File: src/rtl/fir_coeff_loader.sv
// Collects NB_TAPS coefficients from a narrow stream into a tap bank and
// presents the bank as a persistent wide parameter stream for fir_datapath.
module fir_coeff_loader #(
  parameter int unsigned DATA_WIDTH = 14,
  parameter int unsigned NB_TAPS    = 50,
  parameter int unsigned CNT_WIDTH  = $clog2(NB_TAPS + 1)
) (
  input  logic                                  clk_i,
  input  logic                                  rst_ni,
  input  logic                                  clear_i,
  input  logic                                  load_i,
  input  logic                                  coeff_valid_i,
  output logic                                  coeff_ready_o,
  input  logic [DATA_WIDTH-1:0]                 coeff_data_i,
  input  logic [(DATA_WIDTH+7)/8-1:0]           coeff_strb_i,
  output logic                                  h_valid_o,
  input  logic                                  h_ready_i,
  output logic [DATA_WIDTH*NB_TAPS-1:0]         h_data_o,
  output logic [(DATA_WIDTH*NB_TAPS+7)/8-1:0]   h_strb_o,
  output logic                                  busy_o,
  output logic                                  loaded_o,
  output logic [CNT_WIDTH-1:0]                  count_o
);

  typedef enum logic [1:0] {IDLE, LOAD, HOLD} stateE;

  stateE                         state_q;
  logic [CNT_WIDTH-1:0]          count_q;
  logic [DATA_WIDTH*NB_TAPS-1:0] bank_q;
  logic                          coeffReady_q;
  logic                          hValid_q;
  logic                          busy_q;
  logic                          loaded_q;

  // h is a parameter stream: its handshakes never consume the bank, and
  // coeff strobes are meaningless because every tap is written whole.
  logic unusedInputs;
  assign unusedInputs = ^{coeff_strb_i, h_ready_i};

  always_ff @(posedge clk_i) begin
    if (!rst_ni || clear_i) begin
      state_q      <= IDLE;
      count_q      <= '0;
      bank_q       <= '0;
      coeffReady_q <= 1'b0;
      hValid_q     <= 1'b0;
      busy_q       <= 1'b0;
      loaded_q     <= 1'b0;
    end else begin
      case (state_q)
        IDLE, HOLD: begin
          if (load_i) begin
            state_q      <= LOAD;
            count_q      <= '0;
            coeffReady_q <= 1'b1;
            hValid_q     <= 1'b0;
            busy_q       <= 1'b1;
            loaded_q     <= 1'b0;
          end
        end
        LOAD: begin
          if (coeff_valid_i) begin
            // Only the slot addressed by count is rewritten; older taps persist.
            for (int t = 0; t < int'(NB_TAPS); t++) begin
              if (count_q == CNT_WIDTH'(t)) begin
                bank_q[t*DATA_WIDTH +: DATA_WIDTH] <= coeff_data_i;
              end
            end
            count_q <= count_q + CNT_WIDTH'(1);
            if (count_q == CNT_WIDTH'(NB_TAPS - 1)) begin
              state_q      <= HOLD;
              coeffReady_q <= 1'b0;
              hValid_q     <= 1'b1;
              busy_q       <= 1'b0;
              loaded_q     <= 1'b1;
            end
          end
        end
        default: begin
          state_q      <= IDLE;
          count_q      <= '0;
          coeffReady_q <= 1'b0;
          hValid_q     <= 1'b0;
          busy_q       <= 1'b0;
          loaded_q     <= 1'b0;
        end
      endcase
    end
  end

  assign coeff_ready_o = coeffReady_q;
  assign h_valid_o     = hValid_q;
  assign h_data_o      = bank_q;
  assign h_strb_o      = '1;
  assign busy_o        = busy_q;
  assign loaded_o      = loaded_q;
  assign count_o       = count_q;

endmodule
File: config.mk
export PLATFORM = sky130hd
export DESIGN_NAME = fir_coeff_loader
export DESIGN_NICKNAME = d
export VERILOG_FILES = /design/src/rtl/fir_coeff_loader.sv
export SDC_FILE = /design/constraint.sdc
export NUM_CORES = 1
export LEC_CHECK = 0
export CORE_AREA = 4 4 317 319
export CTS_BUF_LIST = sky130_fd_sc_hd__clkbuf_4 sky130_fd_sc_hd__clkbuf_8
export DETAILED_ROUTE_END_ITERATION = 7
export DIE_AREA = 0 0 321 323
export GPL_ROUTABILITY_DRIVEN = 1
export PLACE_DENSITY_LB_ADDON = 0.08
export SKIP_CTS_REPAIR_TIMING = 1
export SYNTH_ARGS = -nofsm -noshare
export SYNTH_HDL_FRONTEND = slang
export SYNTH_SLANG_ARGS = --single-unit
File: constraint.sdc
create_clock -name clk_i -period 1.7 [get_ports clk_i]
set_clock_uncertainty 0.05 [all_clocks]
set_input_delay 0.34 -clock clk_i [delete_from_list [all_inputs] [get_ports clk_i]]
set_output_delay 0.34 -clock clk_i [all_outputs]
set_load 0.03 [all_outputs]
# After elaboration in Yosys (flattened, before gate mapping)
# Cells that the tools add are included.
# op_classes
n_addsub	1
eq_ne	54
mux	15
reduce_logical	57
# ops
op	n
AND reduction 3 bit	51
== test 6 bit (second input constant)	18
== test 6 x 5 -> 1 bit (second input constant)	16
== test 6 x 4 -> 1 bit (second input constant)	8
== test 6 x 3 -> 1 bit (second input constant)	4
== test 6 x 2 -> 1 bit (second input constant)	2
two-way mux 6 bit	2
case mux 6 bit (2 select lines)	1
adder 6 x 1 -> 6 bit (second input constant)	1
== test 6 x 1 -> 1 bit (second input constant)	1
zero test 6 bit	1
two-way mux 1 bit	6
two-way mux 2 bit	3
inequality test 2 bit (second input constant)	3
case mux 1 bit (2 select lines)	2
case mux 2 bit (2 select lines)	1
== test 2 x 1 -> 1 bit (second input constant)	1
== test 2 bit (second input constant)	1
zero test 2 bit	1
AND reduction 2 bit	1
OR reduction 2 bit	1
zero test 1 bit	1
logical OR 1 bit	1
# word_totals
reg_bits	710
in_bits	22
out_inout_bits	798
elab_cells	181

# Longest topological paths before layout
# Gate-level depths: netlist of the first run.
# logic_depth
ltp_word	4
depth_mapped	7
depth_no_buf	5

# Worst setup path before layout of the first run
# No wires, ideal clock.
# synth_timing
kind	reg-to-reg
startpoint	reg count_q[0] (netlist: count_o[0])
endpoint	reg bank_q[693] (netlist: h_data_o[693])
setup_time_ps	132
arrival_time_ps	1878
required_ps	1518
setup_slack_ps	-360
path_stages_with_launch	7
n_path_buf	2
synth_period_minus_slack_ps	2060
path_cell_list	dfxtp_1 -> ha_1 -> nand4_1 -> or4b_1 -> buf_4 -> buf_6 -> mux2i_1
# synth_between
elab_chain_len	2
# synth_rtl
element	line	source
start: declaration	28	logic [CNT_WIDTH-1:0] count_q;
start signal: assignment	69	count_q <= count_q + CNT_WIDTH'(1);
== test 6 bit	65	if (count_q == CNT_WIDTH'(t)) begin
AND reduction 3 bit (no source line)	--	
end signal: indexed assignment	66	bank_q[t*DATA_WIDTH +: DATA_WIDTH] <= coeff_data_i;
end: declaration	29	logic [DATA_WIDTH*NB_TAPS-1:0] bank_q;
# No other way between the ends.
# A chain may end at the register's enable or synchronous reset.

# Worst setup path after layout of the first run
# layout_timing
startpoint	reg count_q[2] (netlist: count_o[2])
endpoint	out count_o[2]
# layout_rtl
element	line	source
end: declaration	22	output logic [CNT_WIDTH-1:0] count_o
# No word-level cell between the ends.

==> results of run 1 <==
## through the flow
stage	utilization (%)	TNS, ns
6_report	42.74	-2.074
5_1_grt	42.74	-48.17
4_1_cts	40.25	-438.26
3_5_place_dp	37.38	-205.72
3_3_place_gp	37.38	-201.41
2_1_floorplan	-	-0.6635
## registers in the layout (all words and copies together), names as in the netlist
register,cells
state_q,2
count_o,6
h_data_o,700
busy_o,1
## layer usage
metal	track usage, %	part of all wire (%)	up-vias	wire length [um]
met5	0	0.012	-	13
met4	6.616	3.0	2	3339
met3	6.851	6.8	164	7648
met2	36.11	50	646	56040
met1	23.27	40	10523	45090
li1	-	-	10109	-
## critical path: cells and delay by family, from the launching register on
family / cells / cell delay, ns
buffers and inverters: 2 / 0.26
flip-flops: 1 / 0.35
## area by class of cell
class | instances | share of cell area, %
clock buffer | 212 | 6.379
multi-input combinational | 1614 | 26.60
tap | 1287 | 3.851
timing repair buffer | 1019 | 26.90
clock inverter | 17 | 0.3351
antenna | 3 | 0.01795
sequential | 709 | 35.87
inverter | 5 | 0.04488
## cell families after synthesis
logic type,count (synthesis),synth area share (%)
buffers and inverters,322,6.499
AO/OA/AOI/OAI,13,0.2969
AND/OR/NAND/NOR,806,13.04
adder cells (fa/ha/maj),4,0.1885
other,1,0.01412
flip-flops,709,53.46
multiplexers,703,26.50
## worst paths after layout
| check | startpoint | end | slack [ns] | cells after the start |
|---|---|---|---|---|
| worst max-delay path | count_o[2] | count_o[2] | -0.08 | 2 |
| worst min-delay path | load_i | state_q[0] | 0.28 | 4 |
| worst max register to register | count_o[0] | h_data_o[250] | -0.06 | 7 |
| worst min register to register | h_data_o[19] | h_data_o[19] | 0.41 | 2 |
## power groups by stage
stage | clock (mW) | sequential [mW] | combinational (mW)
floorplan | 0 | 17.0 | 0.866
global placement | 0 | 17.0 | 1.38
detailed placement | 0 | 17.0 | 1.39
CTS | 18.1 | 16.6 | 1.39
global route | 18.8 | 16.6 | 1.46
finish | 17.5 | 16.6 | 1.38
## layout by cell type (no fill, tap or decap), drive strengths merged, types with 9 or more instances in the layout
cell type and count:
dfxtp 709, inv 10, nand3 54, conb 88, mux2i 703, nand2 717, clkbuf 263, clkdlybuf4s50 18
and3b 9, buf 950
## cell usage after synthesis
master | n | area [sq um]
sky130_fd_sc_hd__nor3b_1 | 1 | 7.510
sky130_fd_sc_hd__buf_2 | 50 | 250.2
sky130_fd_sc_hd__clkbuf_1 | 140 | 525.5
sky130_fd_sc_hd__and2b_1 | 1 | 7.510
sky130_fd_sc_hd__nor2_2 | 1 | 6.260
sky130_fd_sc_hd__nor3b_2 | 3 | 37.54
sky130_fd_sc_hd__nor2b_1 | 2 | 12.51
sky130_fd_sc_hd__and3_1 | 6 | 37.54
sky130_fd_sc_hd__nand3_2 | 43 | 430.4
sky130_fd_sc_hd__or4b_1 | 1 | 10.01
sky130_fd_sc_hd__nor4_1 | 1 | 6.260
sky130_fd_sc_hd__nand4_1 | 1 | 6.260
sky130_fd_sc_hd__a221oi_1 | 1 | 8.760
sky130_fd_sc_hd__and3b_1 | 9 | 78.83
sky130_fd_sc_hd__mux2i_1 | 703 | 7037
sky130_fd_sc_hd__nand2_1 | 717 | 2691
sky130_fd_sc_hd__or4_1 | 2 | 15.01
sky130_fd_sc_hd__nor4b_1 | 1 | 8.760
sky130_fd_sc_hd__inv_1 | 5 | 18.77
sky130_fd_sc_hd__buf_4 | 111 | 833.3
sky130_fd_sc_hd__buf_6 | 5 | 56.30
sky130_fd_sc_hd__nand2b_1 | 2 | 12.51
sky130_fd_sc_hd__a21oi_1 | 6 | 30.03
sky130_fd_sc_hd__nor3b_4 | 1 | 18.77
sky130_fd_sc_hd__conb_1 | 1 | 3.750
sky130_fd_sc_hd__nand3b_1 | 2 | 15.01
sky130_fd_sc_hd__o31ai_1 | 4 | 30.03
sky130_fd_sc_hd__nand3_1 | 11 | 55.05
sky130_fd_sc_hd__buf_1 | 11 | 41.29
sky130_fd_sc_hd__ha_1 | 4 | 50.05
sky130_fd_sc_hd__nor2_1 | 1 | 3.750
sky130_fd_sc_hd__dfxtp_1 | 709 | 14190
sky130_fd_sc_hd__o21ai_0 | 2 | 10.01
==> impl_metrics.tcl, run 1 <==
set metrics [dict create \
    run_status "finished, violations left" \
    violations "setup timing" \
    power.share.combinational_pct 3.9 \
    multi_input_comb_area_sq_mm 0.01113 \
    drv_cap 0 \
    grt_first_pass_wirelength_mm 155.0 \
    setup_viol 114 \
    detail-route-antenna-nets 0 \
    grtUsageTotal_pct 20.43 \
    chipHeight_um 323 \
    final.period_utilization_pct 104.5 \
    drt_first_iter_violations 973 \
    power_switching_share_pct 23.84 \
    cts_root_buffer "sky130_fd_sc_hd__clkbuf_8" \
    cells_along_the_critical_path "buf_6 -> buf_8" \
    p_leak_nw 21.63 \
    ir_worst_vdd_v 0.0005915 \
    fraction_of_the_yosys_area_taken_by_sequential_cells_pct 53.46 \
    layout_min_cycle_time_ns 1.776 \
    ioPinCount 820 \
    largest_net_degree_at_the_start_of_global_routing 83 \
    fp.dieArea_sq_mm 0.1037 \
    core.rowCount 115 \
    synthesis.area_per_instance_sq_um 10.38 \
    p_int_mw 27.00 \
    tritoncts_buffers 135 \
    start_util_pct 27.13 \
    fraction_of_layout_cells_with_a_size_suffix_above_1_pct 53.97 \
    area.sequential_sq_mm 0.01500 \
    share_seq_of_total_power_pct 46.8 \
    netlist_area_sq_mm 0.02655 \
    gp_routability_congestion 0.7970 \
    post-route-drc-count 0 \
    io_buffers 728 \
    syn_to_final_growth_pct 57.52 \
    rsz0062_at_grt "true" \
    detail_route.wl_per_cell_um 23.04 \
    design.final.nets 3510 \
    power.net_switching_mw 8.454 \
    post_synth_inst_count 2558 \
    core_sq_mm 0.09784 \
    ys_seq_elements 709 \
    first_global_vias 21639 \
    min-delay-path-class "primary input to flop" \
    postPlaceCellArea_sq_mm 0.03658 \
    stdcell_area_sq_mm 0.04182 \
    criticalPathCategory "flop to output port" \
    pwr_density_cell_mw_per_mm2 847.8 \
    dp_slack_ns -0.3810 \
    route.final.wire_length_mm 112.1 \
    detailed_place_hpwl_mm 77.28 \
    critical_path.max_stage_delay_ns 0.35 \
    grt.overflow.total 0 \
    final-instance-count-excl-fill 4866 \
    cp-start-kind "flop" \
    numClockSinks 709 \
    fin_hold_ws_ns 0.2817 \
    cts_buffer_depth 3 \
    total_iterations_of_the_first_detailed_routing_run 5 \
    critical_path_peak_fanout 4 \
    crit_slowest_cell "sky130_fd_sc_hd__dfxtp_4" \
    clk_transition_reported_paths_ns 0.06 \
    setup_ws_ns -0.07624 \
    nFillCells 9589 \
    antenna_found_initial 4 \
    clk_latency_worst_skew_pair_ns 0.77 \
    htreeDepth 4 \
    route.vias.total 21444 \
    clock_power_share_pct 49.3 \
    yosysWarnings 0 \
    crit_required_ns 1.31 \
    die_width_um 321 \
    clock_tree_from_tritoncts "yes" \
    placedCellCount 4505 \
    achievable-frequency_ghz 0.5630 \
    totalPowerFinal_mw 35.46 \
    crit_arrival_ns 1.39 \
    slew_viol_final 0 \
    drt-vias-per-instance 4.407 \
    report.final.hold_viol_count 0 \
    worstSetupEndpointType "output port" \
    synth_cell_types 33 \
]
Note: power is estimated with default switching activity, not from simulation.
==> run 2: changes to the inputs <==
--- a/config.mk
+++ b/config.mk
@@ -10,7 +10,7 @@
 export DETAILED_ROUTE_END_ITERATION = 7
 export DIE_AREA = 0 0 321 323
 export GPL_ROUTABILITY_DRIVEN = 1
-export PLACE_DENSITY_LB_ADDON = 0.08
+export PLACE_DENSITY = 0.56
 export SKIP_CTS_REPAIR_TIMING = 1
 export SYNTH_ARGS = -nofsm -noshare
 export SYNTH_HDL_FRONTEND = slang
==> run 2 against run 1 <==
Effect of this change: the run still ends with setup timing left; via count decreased by 1.5%; count of clock-buffer cells in the layout decreased by 16; final area increased by 0.93%; core utilization increased by 0.40 points; worst hold slack got worse by 0.024 ns; fmax increased by 0.11%; sequential share of layout area decreased by 0.11 points; global-route usage decreased by 1.6 points; combinational power about the same; non-clock buffer count decreased by 24; largest power group unchanged; highest routed layer is now met4.
==> impl_metrics.tcl, run 2 (synthesis results as in run 1) <==
set metrics [dict create \
    first_global_vias 20568 \
    setup_ws_ns -0.07426 \
    clock_tree_from_tritoncts "yes" \
    worstHoldStart "coeff_data_i[12]" \
    design.final.nets 3469 \
    clk_latency_worst_skew_pair_ns 0.75 \
    critical_path_peak_fanout 4 \
    total_iterations_of_the_first_detailed_routing_run 4 \
    ioPinCount 820 \
    gp_routability_congestion 0.7802 \
    tritoncts_buffers 118 \
    worstSetupEndpointType "output port" \
    max_reg_flops 700 \
    route.final.wire_length_mm 105.1 \
    finish.utilization_pct 43.14 \
    drv_cap 0 \
    pwr_density_cell_mw_per_mm2 823.3 \
    regToRegStartpoint "count_o[0]" \
    achievable-frequency_ghz 0.5636 \
    core.rowCount 115 \
    report.final.hold_viol_count 0 \
    p_leak_nw 21.64 \
    core_sq_mm 0.09784 \
    cts_buffer_depth 3 \
    htreeDepth 3 \
    numClockSinks 709 \
    chipHeight_um 323 \
    final.period_utilization_pct 104.4 \
    largest_net_degree_at_the_start_of_global_routing 67 \
    critical_path.max_stage_delay_ns 0.37 \
    detail-route-antenna-nets 0 \
    grt_first_pass_wirelength_mm 144.9 \
    fp.dieArea_sq_mm 0.1037 \
    layout_min_cycle_time_ns 1.774 \
    io_buffers 728 \
    ir_worst_vdd_v 0.0005351 \
    post-route-drc-count 0 \
    die_width_um 321 \
    start_util_pct 27.13 \
    cts_root_buffer "sky130_fd_sc_hd__clkbuf_8" \
    detail_route.wl_per_cell_um 21.75 \
    drt_first_iter_violations 988 \
    crit_slowest_cell "sky130_fd_sc_hd__dfxtp_4" \
    violations "setup timing" \
    r2r_setup_slack_ns -0.06 \
    route.vias.total 21119 \
    placedCellCount 4513 \
    rsz0062_at_grt "true" \
    nFillCells 9481 \
    min-delay-path-class "primary input to flop" \
    grtUsageTotal_pct 18.84 \
    mostFrequentLayoutCell "sky130_fd_sc_hd__buf_6" \
    criticalPathCategory "flop to output port" \
    crit_arrival_ns 1.38 \
    drt-vias-per-instance 4.373 \
    slew_viol_final 0 \
    detailed_place_hpwl_mm 71.74 \
    dp_slack_ns -0.4042 \
    grt.overflow.total 0 \
    cells_along_the_critical_path "buf_6 -> buf_12" \
    cp-start-kind "flop" \
    critical_path_launch_point "count_o[1]" \
    antenna_found_initial 5 \
    crit_required_ns 1.31 \
    syn_to_final_growth_pct 58.98 \
    run_status "finished, violations left" \
    final-instance-count-excl-fill 4829 \
    setup_viol 86 \
    fin_tns_setup_ns -1.740 \
    fraction_of_layout_cells_with_a_size_suffix_above_1_pct 55.68 \
    clk_transition_reported_paths_ns 0.06 \
    most-common-layout-cells "708 x sky130_fd_sc_hd__buf_6, 703 x sky130_fd_sc_hd__nand2_1, 703 x sky130_fd_sc_hd__mux2i_1" \
    fin_hold_ws_ns 0.2573 \
]
## run 2: cell count changes in the layout (fill, tap and decap cells not counted), moves of 22 or more
| cell | change |
|---|---|
| sky130_fd_sc_hd__clkbuf_2 | -49 |
| sky130_fd_sc_hd__clkbuf_8 | -22 |
| sky130_fd_sc_hd__buf_6 | +89 |
| sky130_fd_sc_hd__dfxtp_1 | -75 |
| sky130_fd_sc_hd__dfxtp_2 | +75 |
| sky130_fd_sc_hd__buf_4 | -68 |
## run 2: area by class of cell
type | instances | area, sq um | area share [%]
Inverter | 5 | 18.77 | 0.04446
Timing Repair Buffer | 995 | 11630 | 27.54
Tap cell | 1287 | 1610 | 3.815
Multi-Input combinational cell | 1614 | 11200 | 26.52
Clock inverter | 19 | 244.0 | 0.5780
Sequential cell | 709 | 15090 | 35.76
Antenna cell | 4 | 10.01 | 0.02371
Clock buffer | 196 | 2410 | 5.709
## run 2: metrics by stage
step                area (sq um)  total power [mW]
CTS                        39460             35.32
finish                     42210             34.75
global placement           36800             18.40
global route               42200             36.08
floorplan                  26980             17.86
detailed placement         36800             18.39
## run 2: worst paths after layout
check / cells after the start / endpoint
max: 2 / count_o[1]
min reg2reg: 2 / h_data_o[360]
max reg2reg: 8 / h_data_o[123]
min: 3 / h_data_o[180]
## run 2: worst max-delay path, delay by kind of cell (launching register included)
family | cells | cell delay (ns)
flops | 1 | 0.37
buf+inv | 2 | 0.26
## run 2: layer usage
| metal | global-route usage, % | share of wire [%] | vias to the layer above |
|---|---|---|---|
| li1 | - | - | 10026 |
| met3 | 6.000 | 7.4 | 175 |
| met5 | 0 | 0 | - |
| met2 | 31.97 | 48 | 671 |
| met1 | 22.40 | 41 | 10247 |
| met4 | 6.906 | 3.4 | 0 |
## run 2: where the power goes
| part | total (mW) | internal [mW] | switching (mW) |
|---|---|---|---|
| Clock | 16.7 | 9.55 | 7.19 |
| Combinational | 1.41 | 0.368 | 1.04 |
| Sequential | 16.6 | 16.6 | 0.00670 |
| Total | 34.7 | 26.5 | 8.24 |
